File: src/rtl/bus_test_sequencer_if.sv
// Signal bundle between bus_test_sequencer and the surrounding dual-bus demo.
// The sequencer takes the master modport; the demo side (or a bench) takes the slave modport.
interface bus_test_sequencer_if #(
    parameter int CNT_WIDTH = 8
);
    logic                 btn_raw;
    logic                 mode_sw;
    logic                 ready_in;
    logic                 trig_out;
    logic                 start_out;
    logic                 mode_out;
    logic                 busy;
    logic [CNT_WIDTH-1:0] done_cnt;
    logic                 timeout_flag;

    modport master (
        input  btn_raw, mode_sw, ready_in,
        output trig_out, start_out, mode_out, busy, done_cnt, timeout_flag
    );

    modport slave (
        output btn_raw, mode_sw, ready_in,
        input  trig_out, start_out, mode_out, busy, done_cnt, timeout_flag
    );
endinterface

File: src/rtl/bus_test_sequencer.sv
// Button-driven sequencer: debounced press -> Bus A trigger pulse -> Bus B start/ready handshake.
// Optional feature macro: SEQ_AUTO_REPEAT_EN (re-issue while the button stays held).
module bus_test_sequencer #(
    parameter int DEBOUNCE_CYCLES = 500000,
    parameter int TRIG_CYCLES     = 16,
    parameter int TIMEOUT_CYCLES  = 50000000,
    parameter int CNT_WIDTH       = 8,
    parameter int GAP_CYCLES      = 1000000
) (
    input logic                  clk,
    input logic                  btn_reset,
    bus_test_sequencer_if.master bus
);
    localparam int DB_W = $clog2(DEBOUNCE_CYCLES + 1);
    localparam int TR_W = $clog2(TRIG_CYCLES + 1);
    localparam int TO_W = $clog2(TIMEOUT_CYCLES + 1);

    typedef enum logic [2:0] {
        S_IDLE    = 3'd0,
        S_TRIG    = 3'd1,
        S_START   = 3'd2,
        S_BUSY    = 3'd3,
        S_DONE    = 3'd4,
        S_TIMEOUT = 3'd5
    } state_t;

    state_t state_r, next_state;

    logic [1:0]           btn_sync_r, mode_sync_r, ready_sync_r;
    logic                 btn_s, mode_s, ready_s;
    logic                 db_last_r, db_level_r, db_prev_r;
    logic [DB_W-1:0]      db_cnt_r;
    logic                 press_s, reissue_s, accept_s, to_hit_s;
    logic [TR_W-1:0]      trig_cnt_r;
    logic [TO_W-1:0]      to_cnt_r;
    logic                 trig_r, start_r, mode_r, busy_r, timeout_r;
    logic [CNT_WIDTH-1:0] done_r;

    assign btn_s   = btn_sync_r[1];
    assign mode_s  = mode_sync_r[1];
    assign ready_s = ready_sync_r[1];

    // Two-flop synchronizers for all asynchronous inputs
    always_ff @(posedge clk or posedge btn_reset) begin
        if (btn_reset) begin
            btn_sync_r   <= 2'b00;
            mode_sync_r  <= 2'b00;
            ready_sync_r <= 2'b00;
        end else begin
            btn_sync_r   <= {btn_sync_r[0], bus.btn_raw};
            mode_sync_r  <= {mode_sync_r[0], bus.mode_sw};
            ready_sync_r <= {ready_sync_r[0], bus.ready_in};
        end
    end

    // Debouncer: any change of the synced level restarts the stability count
    always_ff @(posedge clk or posedge btn_reset) begin
        if (btn_reset) begin
            db_last_r  <= 1'b0;
            db_level_r <= 1'b0;
            db_prev_r  <= 1'b0;
            db_cnt_r   <= '0;
        end else begin
            db_prev_r <= db_level_r;
            if (btn_s != db_last_r) begin
                db_last_r <= btn_s;
                db_cnt_r  <= '0;
            end else if (db_cnt_r == DB_W'(DEBOUNCE_CYCLES - 1)) begin
                db_level_r <= db_last_r;
            end else begin
                db_cnt_r <= db_cnt_r + DB_W'(1);
            end
        end
    end

    assign press_s  = db_level_r & ~db_prev_r;
    assign to_hit_s = (to_cnt_r == TO_W'(TIMEOUT_CYCLES - 1));

`ifdef SEQ_AUTO_REPEAT_EN
    localparam int GP_W = $clog2(GAP_CYCLES + 1);
    logic            rpt_armed_r;
    logic [GP_W-1:0] gap_cnt_r;

    // The gap is measured from the S_DONE cycle, so the counter is preloaded with 1 there
    always_ff @(posedge clk or posedge btn_reset) begin
        if (btn_reset) begin
            rpt_armed_r <= 1'b0;
            gap_cnt_r   <= '0;
        end else if (state_r == S_DONE) begin
            rpt_armed_r <= db_level_r;
            gap_cnt_r   <= GP_W'(1);
        end else if ((state_r == S_IDLE) && rpt_armed_r) begin
            if (!db_level_r || accept_s) begin
                rpt_armed_r <= 1'b0;
            end else if (gap_cnt_r < GP_W'(GAP_CYCLES - 1)) begin
                gap_cnt_r <= gap_cnt_r + GP_W'(1);
            end
        end else begin
            rpt_armed_r <= 1'b0;
        end
    end

    assign reissue_s = rpt_armed_r && db_level_r && (gap_cnt_r >= GP_W'(GAP_CYCLES - 1));
`else
    // No re-issue without auto-repeat; the comparison only keeps GAP_CYCLES referenced.
    assign reissue_s = (GAP_CYCLES < 0);
`endif

    // FSM state register
    always_ff @(posedge clk or posedge btn_reset) begin
        if (btn_reset) begin
            state_r <= S_IDLE;
        end else begin
            state_r <= next_state;
        end
    end

    // Next-state logic; the exit condition is tested before the timeout so it wins a tie
    always_comb begin
        next_state = state_r;
        accept_s   = 1'b0;
        case (state_r)
            S_IDLE: begin
                if (press_s || reissue_s) begin
                    next_state = S_TRIG;
                    accept_s   = 1'b1;
                end else begin
                    next_state = S_IDLE;
                end
            end
            S_TRIG: begin
                if (trig_cnt_r == TR_W'(TRIG_CYCLES - 1)) begin
                    next_state = S_START;
                end else begin
                    next_state = S_TRIG;
                end
            end
            S_START: begin
                if (!ready_s) begin
                    next_state = S_BUSY;
                end else if (to_hit_s) begin
                    next_state = S_TIMEOUT;
                end else begin
                    next_state = S_START;
                end
            end
            S_BUSY: begin
                if (ready_s) begin
                    next_state = S_DONE;
                end else if (to_hit_s) begin
                    next_state = S_TIMEOUT;
                end else begin
                    next_state = S_BUSY;
                end
            end
            S_DONE:    next_state = S_IDLE;
            S_TIMEOUT: next_state = S_IDLE;
            default:   next_state = S_IDLE;
        endcase
    end

    // Trigger-width and handshake-timeout counters
    always_ff @(posedge clk or posedge btn_reset) begin
        if (btn_reset) begin
            trig_cnt_r <= '0;
            to_cnt_r   <= '0;
        end else begin
            trig_cnt_r <= (state_r == S_TRIG) ? trig_cnt_r + TR_W'(1) : '0;
            to_cnt_r   <= ((state_r == S_START) || (state_r == S_BUSY)) ? to_cnt_r + TO_W'(1) : '0;
        end
    end

    // Outputs are registered from the next state so they line up with the state register
    always_ff @(posedge clk or posedge btn_reset) begin
        if (btn_reset) begin
            trig_r    <= 1'b0;
            start_r   <= 1'b0;
            busy_r    <= 1'b0;
            mode_r    <= 1'b0;
            timeout_r <= 1'b0;
            done_r    <= '0;
        end else begin
            trig_r  <= (next_state == S_TRIG);
            start_r <= (next_state == S_START);
            busy_r  <= (next_state != S_IDLE);
            if (accept_s) begin
                mode_r <= mode_s;
            end
            if (next_state == S_TIMEOUT) begin
                timeout_r <= 1'b1;
            end else if (accept_s) begin
                timeout_r <= 1'b0;
            end
            if (state_r == S_DONE) begin
                done_r <= done_r + CNT_WIDTH'(1);
            end
        end
    end

    assign bus.trig_out     = trig_r;
    assign bus.start_out    = start_r;
    assign bus.busy         = busy_r;
    assign bus.mode_out     = mode_r;
    assign bus.timeout_flag = timeout_r;
    assign bus.done_cnt     = done_r;
endmodule

File: src/flat_wrapper.sv
// flat-port wrapper written by rule: the top's interface ports become plain ports
module bus_test_sequencer_flat 
#(
    parameter int DEBOUNCE_CYCLES = 500000,
    parameter int TRIG_CYCLES     = 16,
    parameter int TIMEOUT_CYCLES  = 50000000,
    parameter int CNT_WIDTH       = 8,
    parameter int GAP_CYCLES      = 1000000
)
  (clk, btn_reset, bus_btn_raw, bus_mode_sw, bus_ready_in, bus_trig_out, bus_start_out, bus_mode_out, bus_busy, bus_done_cnt, bus_timeout_flag);
  bus_test_sequencer_if #(.CNT_WIDTH(CNT_WIDTH)) bus_i ();
  input logic clk;
  input logic btn_reset;
  input wire logic [$bits(bus_i.btn_raw)-1:0] bus_btn_raw;
  input wire logic [$bits(bus_i.mode_sw)-1:0] bus_mode_sw;
  input wire logic [$bits(bus_i.ready_in)-1:0] bus_ready_in;
  output wire logic [$bits(bus_i.trig_out)-1:0] bus_trig_out;
  output wire logic [$bits(bus_i.start_out)-1:0] bus_start_out;
  output wire logic [$bits(bus_i.mode_out)-1:0] bus_mode_out;
  output wire logic [$bits(bus_i.busy)-1:0] bus_busy;
  output wire logic [$bits(bus_i.done_cnt)-1:0] bus_done_cnt;
  output wire logic [$bits(bus_i.timeout_flag)-1:0] bus_timeout_flag;
  assign bus_i.btn_raw = bus_btn_raw;
  assign bus_i.mode_sw = bus_mode_sw;
  assign bus_i.ready_in = bus_ready_in;
  assign bus_trig_out = bus_i.trig_out;
  assign bus_start_out = bus_i.start_out;
  assign bus_mode_out = bus_i.mode_out;
  assign bus_busy = bus_i.busy;
  assign bus_done_cnt = bus_i.done_cnt;
  assign bus_timeout_flag = bus_i.timeout_flag;
  bus_test_sequencer #(.DEBOUNCE_CYCLES(DEBOUNCE_CYCLES), .TRIG_CYCLES(TRIG_CYCLES), .TIMEOUT_CYCLES(TIMEOUT_CYCLES), .CNT_WIDTH(CNT_WIDTH), .GAP_CYCLES(GAP_CYCLES)) u_core (.clk(clk), .btn_reset(btn_reset), .bus(bus_i));
endmodule
File: config.mk
export PLATFORM = sky130hd
export DESIGN_NAME = bus_test_sequencer_flat
export DESIGN_NICKNAME = d
export VERILOG_FILES = /design/src/rtl/bus_test_sequencer_if.sv /design/src/rtl/bus_test_sequencer.sv /design/src/flat_wrapper.sv
export SDC_FILE = /design/constraint.sdc
export NUM_CORES = 1
export LEC_CHECK = 0
export CAP_MARGIN = 25
export CORE_MARGIN = 2
export CORE_UTILIZATION = 42
export CTS_CLUSTER_DIAMETER = 150
export DETAILED_ROUTE_END_ITERATION = 6
export PLACE_DENSITY_LB_ADDON = 0.05
export SYNTH_ARGS = -nofsm -noshare
export SYNTH_HDL_FRONTEND = slang
export SYNTH_SLANG_ARGS = --single-unit
File: constraint.sdc
create_clock -name clk -period 3.8 [get_ports clk]
set_clock_uncertainty 0.2 [all_clocks]
set_input_delay 0.95 -clock clk [delete_from_list [all_inputs] [get_ports clk]]
set_output_delay 0.95 -clock clk [all_outputs]
set_load 0.05 [all_outputs]
After elaboration in Yosys (flattened, before gate mapping)
Cells that the tools add are included.
Widths: inputs -> output; s select.

word-level totals
  output and inout port bits = 13
  logic and storage cells = 55
  flip-flop bits (word level) = 75

cells by class
  equal/unequal tests = 12
  bitwise operators = 3
  reduce and logical (&&, ||, !) cells = 5
  mux-type cells = 15
  $add $sub $neg = 4

operators by type and width
  cell                   number
  $mux 19                2
  $add 26x1->26 const B  1
  $eq 26x26->1 const B   1
  $mux 26                1
  $add 19x1->19 const B  1
  $eq 19x19->1 const B   1
  $mux 3                 4
  $pmux 3 s4             1
  $eq 3x2->1 const B     3
  $add 8x1->8 const B    1
  $eq 3x1->1 const B     2
  $eq 3x3->1 const B     2
  $add 5x1->5 const B    1
  $eq 5x4->1 const B     1
  $mux 1                 5
  $mux 5                 1
  $logic_not 3->1        1
  $reduce_bool 3->1      1
  $mux 2                 1
  $ne 2x1->1 const B     1
  $not 1->1              2
  $reduce_and 2->1       1
  $reduce_bool 2->1      1
  $and 1x1->1            1
  other kinds (2)        2

Depth between registers and ports, before layout
Gate-level depths: netlist of run 1.

  depth after elaboration = 6
  gate-level depth with buffers = 7
  mapped depth without buffers = 5

Worst setup path before layout of run 1
Ideal clock, no wire load.

  path kind = register to register
  start point = register u_core.to_cnt_r[0]
  end point = register u_core.to_cnt_r[24]
  required time = 3522 ps
  arrival = 1670 ps
  period minus slack after synthesis = 1948 ps
  setup time = 78 ps
  setup slack = 1852 ps
  stages on the path, launching flop included = 8
  buffers on the path = 2
  path through = dfrtp_1 ha_1 and3_1 buf_2 nand2_1 buf_2 or4_1 a21oi_1

between the ends
  cells in the longest elaborated chain, start to end = 2

ends and longest elaborated chain
  element                 RTL line                   RTL
  from (decl)             bus_test_sequencer.sv:35   logic [TO_W-1:0] to_cnt_r;
  from (signal assigned)  bus_test_sequencer.sv:169  to_cnt_r <= ((state_r == S_START) || (state_r == S_BUSY)) ? to_cnt_r + TO_W'(1) : '0;
  $add 26x1->26           bus_test_sequencer.sv:169
  $mux 26                 bus_test_sequencer.sv:169

Every way passes these cells.
A chain may end at the register's enable or synchronous reset.

Worst setup path after layout of run 1
  start point = register u_core.done_r[2] (netlist: u_core.bus.done_cnt[2])
  end point = output port bus_done_cnt[2]

RTL lines
  element                 RTL line                   RTL
  from (decl)             bus_test_sequencer.sv:37   logic [CNT_WIDTH-1:0] done_r;
  from (signal assigned)  bus_test_sequencer.sv:195  done_r <= done_r + CNT_WIDTH'(1);
  to (decl)               flat_wrapper.sv:21         output wire logic [$bits(bus_i.done_cnt)-1:0] bus_done_cnt;

No word-level cell between the ends.

==> summary.md, run 1 <==
| Metric | Value |
|---|---|
| IO buf count | `17` |
| Sequential share of the synthesized area | `53.10%` |
| Area delta synth->final | `12.99%` |
| Main combinational cell family by area after synthesis | `simple AND/OR/NAND/NOR gates` |
| Synth Area in Simple Gates | `about a quarter` |
| Synth Area in Adders | `between 1.5 and 2%` |
| RD Place Congestion | `between 0.7 and 0.8` |
| CP Data Arrival Time | `between 1.5 and 2 ns` |
| Setup-failing EPs final | `0` |
| Mux cell area share after synthesis | `under 10%` |
| RSZ-0062 raised after global routing | `no` |
| Crit-path slowest cell | `clkdlybuf4s50_1` |
| Pre-CTS setup slack | `around 1.4 ns` |
| 1st-iter DRT viols | `about 110` |
| Worst Tran Pin Value | `between 0.4 and 0.5 ns` |
| ANT cells | `0` |
| Final nets | `367` |
| Commonest non-fill, non-tap cell in the layout | `dfrtp_1` |
| Die width | `about 96 microns` |
| FF-to-FF setup slack | `~1.6 ns` |
| WP buf/inv | `1` |
| Critical path type | `register to primary output` |
| CTS buffer count | `9` |
| Synth Flop Type | `dfrtp_1` |
| Post-synth ARST share | `100.0%` |
| Synth cell types | `between 40 and 50` |
| Max_cap viols | `0` |
| Syn_nets | `350` |
| Syn_area_per_cell | `10.40 sq um` |
| Crit-path leading delay family | `buffers and inverters` |
| Setup TNS | `0 ns` |
| Vias | `around 2,600` |
| Layout fillers | `approximately 800` |
| Cell Pwr Density | `between 300 and 400 nW/um^2` |
| Max Fanout on Critical Path | `5` |
| Fraction of layout cells with a size suffix above 1 | `between 8 and 9%` |
| FF+latch area | `1877 sq um` |
| Multi-input combinational cell area | `roughly 1600 sq um` |
| Antenna-violating nets left | `0` |
| YS warnings | `0` |
| Row count | `33` |
| Vias in the first global route | `~2,500` |
| Tot GR Track Use | `16.66%` |
| Synth Area in Compound Gates | `9.133%` |
| Die area | `~9200 sq um` |
| Clock Sink Count | `75` |
| Status | `complete, no violations` |
| Crit-path max cell delay | `just over 0.8 ns` |
| Final hold violations | `0` |
| Syn Std Cell Area | `3535 sq um` |
| Clk_lat worst skew | `around 0.34 ns` |
| CP cell instances | `clkdlybuf4s50_1` |
| XOR/XNOR Fraction of Synth Area | `7.929%` |
| Antenna violations before repair | `0` |
| Part of the cycle the worst path needs | `between 70% and 80%` |
| Classification of the worst-slack hold path | `register to register` |
| CTS Root Cell | `clkbuf_8` |
| DRT Wirelength | `6652 microns` |
| Clk slew on worst S/H paths | `~0.080 ns` |
| Post-detail-place hpwl | `4295 microns` |
| Die H | `95.74 microns` |
| Fmax achieved | `361.8 MHz` |
| CP Launch Type | `register` |
| Slew margin rel. | `66.62%` |
| Clock Path Buffers | `2` |
| CP endpoint kind | `primary output` |
| Post-CTS Resized | `0` |
| Drt wl/cell | `~14 microns` |
| Hold buffers post-CTS | `0` |
| Final slew viol count | `0` |
| DRC Markers | `0` |
| Crit path time final | `roughly 2.8 ns` |
| Router iterations before antenna repair | `4` |
| Most frequent cells in the layout | `dfrtp_1, nor2_1, nand2_1, a21oi_1, nand3_1` |
| Setup WS post-layout | `1.036 ns` |
| Worst vdd ir | `between 200 and 250 uV` |
| Largest net degree at the start of global routing | `76` |
| Global route total overflow | `0` |
| I/O pin count | `18` |
| Cell count after synthesis | `340` |
| Seq cells post-synth | `between 70 and 80` |
| Initial Utilization | `43.24%` |
| Postcts setup bufs | `0` |
| Max H-tree Level | `3` |
| Post-synth EDFFs | `0` |
| TritonCTS clock tree | `yes` |
| Static Leak | `0.001633 uW` |
| First-pass GRT wire length | `about 12,000 microns` |
| Via-to-Cell Ratio | `between 5 and 6` |
| Core area | `around 8000 sq um` |
| Worst EP required | `2.65 ns` |
-- Yosys cell counts (2+ instances only) --
cell / n / share of area, %
nor4_1: 6 / 1.1
a31oi_1: 2 / 0.35
mux2i_1: 2 / 0.57
xnor2_1: 16 / 4.0
inv_1: 7 / 0.74
or3_1: 9 / 1.6
nor2_1: 31 / 3.3
a21oi_1: 19 / 2.7
o21ai_0: 16 / 2.3
nand2_1: 19 / 2.0
ha_1: 5 / 1.8
clkbuf_1: 10 / 1.1
nor3_1: 7 / 0.99
nand2b_1: 3 / 0.53
nor2b_1: 2 / 0.35
and3_1: 8 / 1.4
and4_1: 5 / 1.2
mux2_2: 2 / 0.64
dfrtp_1: 75 / 53
and2_1: 3 / 0.53
o31ai_1: 8 / 1.7
nand4_1: 16 / 2.8
nor4b_1: 2 / 0.50
or4_1: 8 / 1.7
nand3_1: 18 / 2.5
a211oi_1: 2 / 0.42
buf_2: 3 / 0.42
xor2_1: 16 / 4.0
-- worst paths after layout --
check / startpoint / end / cells after the start
max reg2reg: u_core.to_cnt_r[0]$_DFF_PP0_ / u_core.to_cnt_r[24]$_DFF_PP0_ / 5
min: u_core.ready_sync_r[0]$_DFF_PP0_ / u_core.ready_sync_r[1]$_DFF_PP0_ / 0
max in group asynchronous: btn_reset / u_core.to_cnt_r[13]$_DFF_PP0_ / 3
min reg2reg: u_core.ready_sync_r[0]$_DFF_PP0_ / u_core.ready_sync_r[1]$_DFF_PP0_ / 0
max: u_core.bus.done_cnt[2]$_DFFE_PP0N_ / bus_done_cnt[2] / 1
min in group asynchronous: btn_reset / u_core.db_cnt_r[6]$_DFFE_PP0N_ / 3
-- logic make-up (layout without fill, tap and decap cells) --
kind of cell	count (synthesis)	in the layout
mux	4	4
xor+xnor	32	32
flops	75	75
simple gates	149	149
fa+ha+maj	5	5
compound gates	54	54
buf+inv	21	43
-- through the flow --
step / hold WS, ns / std cells / instance area [sq um] / utilization (%) / power, uW
floorplan: 0.1312 / 340 / 3535 / - / 857.5
global placement: 0.1335 / 451 / 3807 / 46.57 / 876.1
global route: 0.1611 / 467 / 3994 / 48.85 / 1498
detailed placement: 0.1355 / 451 / 3807 / 46.57 / 876.3
finish: 0.1523 / 467 / 3994 / 48.85 / 1424
CTS: 0.1569 / 467 / 3994 / 48.85 / 1452
-- power by group --
part           switching, uW  internal (uW)  leakage [uW]
Clock                    305            259     0.0000851
Sequential              10.4            806       0.00103
Combinational           28.7           14.3      0.000518
Total                    345           1080       0.00163
-- per-layer routing --
metal	GRT usage [%]	routed length (microns)	share of wire [%]	up-vias
met5	0	0	0	-
met4	4.048	69	1.0	0
met3	5.090	184	2.8	4
met2	26.11	3176	48	33
met1	22.75	3221	48	1267
li1	-	-	-	1275
-- state kept, by name, summed over array words and instances, names as in the netlist --
name and cells:
u_core.btn_sync_r 2, u_core.bus.busy 1, u_core.bus.done_cnt 8, u_core.bus.mode_out 1
u_core.bus.start_out 1, u_core.bus.timeout_flag 1, u_core.bus.trig_out 1, u_core.db_cnt_r 19
u_core.db_last_r 1, u_core.db_level_r 1, u_core.db_prev_r 1, u_core.mode_sync_r 2
u_core.ready_sync_r 2, u_core.state_r 3, u_core.to_cnt_r 26, u_core.trig_cnt_r 5
-- final cells by class --
cell class | instances | area share [%]
Clock buffer | 10 | 3.446
Clock inverter | 6 | 1.222
Inverter | 7 | 0.6579
Multi-Input combinational cell | 244 | 39.25
Sequential cell | 75 | 46.99
Tap cell | 105 | 3.289
Timing Repair Buffer | 20 | 5.138
Power figures use the tool's default switching activity.
==> run 2, diff against run 1 <==
==> constraint.sdc (replaced) <==
create_clock -name clk -period 2.6 [get_ports clk]
set_clock_uncertainty 0.2 [all_clocks]
set_input_delay 0.65 -clock clk [delete_from_list [all_inputs] [get_ports clk]]
set_output_delay 0.65 -clock clk [all_outputs]
set_load 0.05 [all_outputs]
==> summary.md, run 2 (synthesized netlist as in run 1, its figures left out) <==
| Metric | Value |
|---|---|
| Hold buffers post-CTS | `0 (unchanged)` |
| Critical path type | `register to primary output (unchanged)` |
| 1st-iter DRT viols | `94 (was 107)` |
| Final hold violations | `0 (unchanged)` |
| Worst path depth | `1 (unchanged)` |
| Worst vdd ir | `289.3 uV (was 233.4 uV)` |
| Final slew viol count | `0 (unchanged)` |
| Clock Path Buffers | `2 (unchanged)` |
| Via-to-Cell Ratio | `5.453 (was 5.522)` |
| Hold Path Origin | `u_core.btn_sync_r[0]$_DFF_PP0_ (was u_core.ready_sync_r[0]$_DFF_PP0_)` |
| CP Data Arrival Time | `1.60 ns (was 1.61 ns)` |
| Fraction of layout cells with a size suffix above 1 | `9.315% (was 8.840%)` |
| Clk slew on worst S/H paths | `0.08 ns (about the same)` |
| Max FFs per register | `26 (unchanged)` |
| Drt wl/cell | `14.53 microns (was 14.24 microns)` |
| Setup-failing EPs final | `0 (unchanged)` |
| CTS Root Cell | `clkbuf_8 (unchanged)` |
| Setup TNS | `0 ns (unchanged)` |
| Antenna violations before repair | `0 (unchanged)` |
| CP cell instances | `clkdlybuf4s50_1 (unchanged)` |
| Reg2reg start | `u_core.to_cnt_r[0]$_DFF_PP0_ (unchanged)` |
| Final nets | `370 (was 367)` |
| Setup WS post-layout | `0.1452 ns (was 1.036 ns)` |
| DRC Markers | `0 (unchanged)` |
| Die H | `95.74 microns (unchanged)` |
| Max_cap viols | `0 (unchanged)` |
| Largest register by flop count | `u_core.to_cnt_r (unchanged)` |
| Antenna-violating nets left | `0 (unchanged)` |
| WP buf/inv | `1 (unchanged)` |
| Clock Sink Count | `75 (unchanged)` |
| Commonest non-fill, non-tap cell in the layout | `dfrtp_1 (unchanged)` |
| I/O pin count | `18 (unchanged)` |
| First-pass GRT wire length | `11,890 microns (was 11,930 microns)` |
| Top Layer Used | `met4 (unchanged)` |
| ANT cells | `0 (unchanged)` |
| Overall Power | `2336 uW (was 1424 uW)` |
| Hold path depth | `0 (unchanged)` |
| Part of the cycle the worst path needs | `a little over nine tenths` |
| Final Util | `49.85% (was 48.85%)` |
| DRT Wirelength | `6830 microns (was 6652 microns)` |
| CP endpoint kind | `primary output (unchanged)` |
| Cell Pwr Density | `573.1 nW/um^2 (was 356.5 nW/um^2)` |
| Fmax achieved | `slightly above 400 MHz` |
| Worst Tran Pin Value | `0.4997 ns (was 0.4991 ns)` |
| Most frequent cells in the layout | `dfrtp_1, nor2_1, nand2_1, a21oi_1, nand3_1 (unchanged)` |
| RD Place Congestion | `0.7249 (was 0.7341)` |
| Row count | `33 (unchanged)` |
| CTS buffer count | `9 (unchanged)` |
| Crit-path max cell delay | `0.83 ns (about the same)` |
| Static Leak | `0.001673 uW (was 0.001633 uW)` |
| Post-detail-place hpwl | `4378 microns (was 4295 microns)` |
| Postcts setup bufs | `0 (unchanged)` |
| Largest net degree at the start of global routing | `76 (unchanged)` |
| Final Non-Filler Cells | `470 (was 467)` |
| Area delta synth->final | `15.29% (was 12.99%)` |
| Die area | `9165 sq um (unchanged)` |
| Core area | `8175 sq um (unchanged)` |
| Pre-CTS setup slack | `0.4215 ns (was 1.397 ns)` |
| Crit path time final | `~2.5 ns` |
| Status | `complete, no violations (unchanged)` |
| TritonCTS clock tree | `yes (unchanged)` |
| Tot GR Track Use | `16.62% (was 16.66%)` |
| CP Launch Type | `register (unchanged)` |
| Crit-path leading delay family | `buffers and inverters (unchanged)` |
| Layout fillers | `739 (was 782)` |
| DR WL met2 | `3195 microns (was 3176 microns)` |
| M1 wire length | `3388 microns (was 3221 microns)` |
| Die width | `95.74 microns (unchanged)` |
| Multi-input combinational cell area | `1568 sq um (unchanged)` |
| Initial Utilization | `43.24% (unchanged)` |
| RSZ-0062 raised after global routing | `no (unchanged)` |
| FF+latch area | `1877 sq um (unchanged)` |
| Global route total overflow | `0 (unchanged)` |
| Max H-tree Level | `3 (unchanged)` |
| Worst Reg2Reg Path Length in Cells | `5 (unchanged)` |
| Slew margin rel. | `66.58% (was 66.62%)` |
| Classification of the worst-slack hold path | `register to register (unchanged)` |
| Vias in the first global route | `2,477 (was 2,516)` |
| Clk_lat worst skew | `0.34 ns (about the same)` |
| IO buf count | `17 (unchanged)` |
| Post-CTS Resized | `0 (unchanged)` |
| Placed Instances | `454 (was 451)` |
| Routed wl met3 | `166 microns (was 184 microns)` |
| Max Fanout on Critical Path | `5 (unchanged)` |
| Router iterations before antenna repair | `4 (unchanged)` |
| Crit. Startpoint | `u_core.bus.done_cnt[2]$_DFFE_PP0N_ (unchanged)` |
| Crit-path slowest cell | `clkdlybuf4s50_1 (unchanged)` |
| Worst EP required | `1.75 ns (was 2.65 ns)` |
| Vias | `2,563 (was 2,579)` |
[run 2: stage by stage]
step | area (sq um) | hold WS (ns)
final | 4075 | 0.1487
after floorplan | 3538 | 0.1312
after detailed placement | 3834 | 0.1347
after global routing | 4075 | 0.1537
after global placement | 3834 | 0.1315
after CTS | 4075 | 0.1537
[run 2: per-layer routing]
layer	vias to the layer above	track usage [%]
li1	1275	-
met1	1249	23.16
met2	32	25.12
met3	7	3.289
met4	0	7.500
met5	-	0
[run 2: final cells by class]
type,count,area share [%]
clock buffers,10,3.132
clock inverters,6,2.794
inverters,7,0.7369
multi-input cells,244,38.47
flip-flops and latches,75,46.05
well taps,105,3.224
repair buffers,23,5.588
[run 2: worst paths after layout]
check                           slack (ns)                                 end
min in group asynchronous             0.55  u_core.bus.done_cnt[0]$_DFFE_PP0N_
max in group asynchronous             1.32     u_core.db_cnt_r[13]$_DFFE_PP0N_
worst min register to register        0.15      u_core.btn_sync_r[1]$_DFF_PP0_
worst min-delay path                  0.15      u_core.btn_sync_r[1]$_DFF_PP0_
worst max register to register        0.41       u_core.to_cnt_r[20]$_DFF_PP0_
worst max-delay path                  0.15                     bus_done_cnt[2]
[run 2: where the power goes]
group	switching [uW]	internal, uW	leakage, uW
Combinational	42.7	20.8	0.000531
Clock	440	639	0.000113
Sequential	14.9	1180	0.00103
Total	497	1840	0.00167
==> run 3, diff against run 2 <==
--- a/config.mk
+++ b/config.mk
@@ -6,11 +6,12 @@
 export NUM_CORES = 1
 export LEC_CHECK = 0
 export CAP_MARGIN = 25
+export CORE_ASPECT_RATIO = 2
 export CORE_MARGIN = 2
 export CORE_UTILIZATION = 42
 export CTS_CLUSTER_DIAMETER = 150
 export DETAILED_ROUTE_END_ITERATION = 6
-export PLACE_DENSITY_LB_ADDON = 0.05
+export GPL_TIMING_DRIVEN = 0
 export SYNTH_ARGS = -nofsm -noshare
 export SYNTH_HDL_FRONTEND = slang
 export SYNTH_SLANG_ARGS = --single-unit
==> summary.md, run 3 (synthesized netlist as in run 1, its figures left out) <==
| Metric | Value |
|---|---|
| Commonest non-fill, non-tap cell in the layout | `dfrtp_1 (unchanged)` |
| Max_cap viols | `0 (unchanged)` |
| RSZ-0062 raised after global routing | `no (unchanged)` |
| Row count | `47 (was 33)` |
| Antenna-violating nets left | `0 (unchanged)` |
| Die width | `68.87 microns (was 95.74 microns)` |
| Cell Pwr Density | `640.5 nW/um^2 (was 573.1 nW/um^2)` |
| Drt wl/cell | `16.15 microns (was 14.53 microns)` |
| Slew margin rel. | `49.44% (was 66.58%)` |
| Die area | `9210 sq um (was 9165 sq um)` |
| Vias in the first global route | `2,752 (was 2,477)` |
| Clock Sink Count | `75 (unchanged)` |
| Pre-CTS setup slack | `0.4379 ns (was 0.4215 ns)` |
| Postcts setup bufs | `0 (unchanged)` |
| Final instance area | `4194 sq um (was 4075 sq um)` |
| Setup-failing EPs final | `0 (unchanged)` |
| Max Fanout on Critical Path | `5 (unchanged)` |
| RD Place Congestion | `0.8083 (was 0.7249)` |
| Fmax achieved | `408.6 MHz (was 407.4 MHz)` |
| IO buf count | `17 (unchanged)` |
| Status | `complete, no violations (unchanged)` |
| Static Leak | `0.001736 uW (was 0.001673 uW)` |
| Final nets | `379 (was 370)` |
| Setup WS post-layout | `0.1527 ns (was 0.1452 ns)` |
| 1st-iter DRT viols | `118 (was 94)` |
| Largest register by flop count | `u_core.to_cnt_r (unchanged)` |
| ANT cells | `0 (unchanged)` |
| DRT Wirelength | `7622 microns (was 6830 microns)` |
| Clk_lat worst skew | `0.34 ns (about the same)` |
| Final hold violations | `0 (unchanged)` |
| Clock Path Buffers | `2 (unchanged)` |
| CTS Root Cell | `clkbuf_16 (was clkbuf_8)` |
| Router iterations before antenna repair | `4 (unchanged)` |
| Crit-path slowest cell | `clkdlybuf4s50_1 (unchanged)` |
| Max H-tree Level | `3 (unchanged)` |
| CTS buffer count | `9 (unchanged)` |
| Crit-path leading delay family | `buffers and inverters (unchanged)` |
| CP Launch Type | `register (unchanged)` |
| Initial Utilization | `42.93% (was 43.24%)` |
| Tot GR Track Use | `19.38% (was 16.62%)` |
| Area of placed instances | `3851 sq um (was 3834 sq um)` |
| Largest net degree at the start of global routing | `43 (was 76)` |
| Vias | `2,658 (was 2,563)` |
| Max FFs per register | `26 (unchanged)` |
| CP cell instances | `clkdlybuf4s50_1 (unchanged)` |
| Critical path type | `register to primary output (unchanged)` |
| Classification of the worst-slack hold path | `register to register (unchanged)` |
| Area delta synth->final | `18.65% (was 15.29%)` |
| Core area | `8233 sq um (was 8175 sq um)` |
| WP buf/inv | `1 (unchanged)` |
| Clk slew on worst S/H paths | `0.06 ns (was 0.08 ns)` |
| Overall Power | `2686 uW (was 2336 uW)` |
| Global route total overflow | `0 (unchanged)` |
| Setup TNS | `0 ns (unchanged)` |
| Crit path time final | `2.447 ns (was 2.455 ns)` |
| Final slew viol count | `0 (unchanged)` |
| Die H | `133.7 microns (was 95.74 microns)` |
| Most frequent cells in the layout | `dfrtp_1, nor2_1, nand2_1, a21oi_1, nand3_1 (unchanged)` |
| Final Util | `50.94% (was 49.85%)` |
| CP endpoint kind | `primary output (unchanged)` |
| Worst EP required | `1.75 ns (about the same)` |
| Hold buffers post-CTS | `0 (unchanged)` |
| TritonCTS clock tree | `yes (unchanged)` |
| Via-to-Cell Ratio | `5.631 (was 5.453)` |
| Crit-path max cell delay | `0.83 ns (about the same)` |
| Antenna violations before repair | `0 (unchanged)` |
| I/O pin count | `18 (unchanged)` |
| Worst vdd ir | `396.0 uV (was 289.3 uV)` |
| Worst Tran Pin Value | `0.7569 ns (was 0.4997 ns)` |
| Post-detail-place hpwl | `5437 microns (was 4378 microns)` |
| Fraction of layout cells with a size suffix above 1 | `8.824% (was 9.315%)` |
| Part of the cycle the worst path needs | `94.13% (was 94.41%)` |
| Post-CTS Resized | `0 (unchanged)` |
| First-pass GRT wire length | `13,210 microns (was 11,890 microns)` |
| CP Data Arrival Time | `1.60 ns (about the same)` |
| DRC Markers | `0 (unchanged)` |
-- run 3: cell types whose count changed in the layout (fill, tap and decap cells not counted), sizes merged --
cell / previous run / this run
buf: 6 / 5
clkbuf: 10 / 21
clkinv: 1 / 2
clkinvlp: 3 / 1
-- run 3: through the flow --
step	hold slack, ns	cells
global route	0.1661	472
CTS	0.1496	472
global placement	0.1324	455
detailed placement	0.1365	456
finish	0.1454	472
floorplan	0.1312	340
-- run 3: metal layers --
metal  track usage [%]  vias to the layer above  part of all wire [%]
met2             34.67                       30                    58
met1             20.43                     1318                    37
met5                 0                        -                     0
li1                  -                     1295                     -
met4             8.279                        0                   2.8
met3             4.814                       15                   2.0
-- run 3: layout make-up --
type                       instances  area (sq um)
fill                             776          4039
tap                               98         122.6
buffer                            14         63.81
inverter                           7         30.03
clock buffer                      11         242.7
timing repair buffer              18         190.2
clock inverter                     5         100.1
multi-input combinational        244          1568
sequential                        75          1877
-- run 3: worst paths after layout --
| kind | start | to | slack (ns) | cells past startpoint |
|---|---|---|---|---|
| max reg2reg | u_core.to_cnt_r[0]$_DFF_PP0_ | u_core.to_cnt_r[24]$_DFF_PP0_ | 0.45 | 7 |
| min | u_core.mode_sync_r[0]$_DFF_PP0_ | u_core.mode_sync_r[1]$_DFF_PP0_ | 0.15 | 0 |
| min in group asynchronous | btn_reset | u_core.mode_sync_r[1]$_DFF_PP0_ | 0.59 | 2 |
| max in group asynchronous | btn_reset | u_core.to_cnt_r[3]$_DFF_PP0_ | 0.96 | 3 |
| min reg2reg | u_core.mode_sync_r[0]$_DFF_PP0_ | u_core.mode_sync_r[1]$_DFF_PP0_ | 0.15 | 0 |
| max | u_core.bus.done_cnt[3]$_DFFE_PP0N_ | bus_done_cnt[3] | 0.15 | 1 |
-- run 3: report_power, final --
group | total [uW] | switching, uW | internal, uW
Combinational | 63.3 | 43.6 | 19.6
Clock | 1430 | 467 | 960
Sequential | 1200 | 15.6 | 1180
Total | 2690 | 526 | 2160
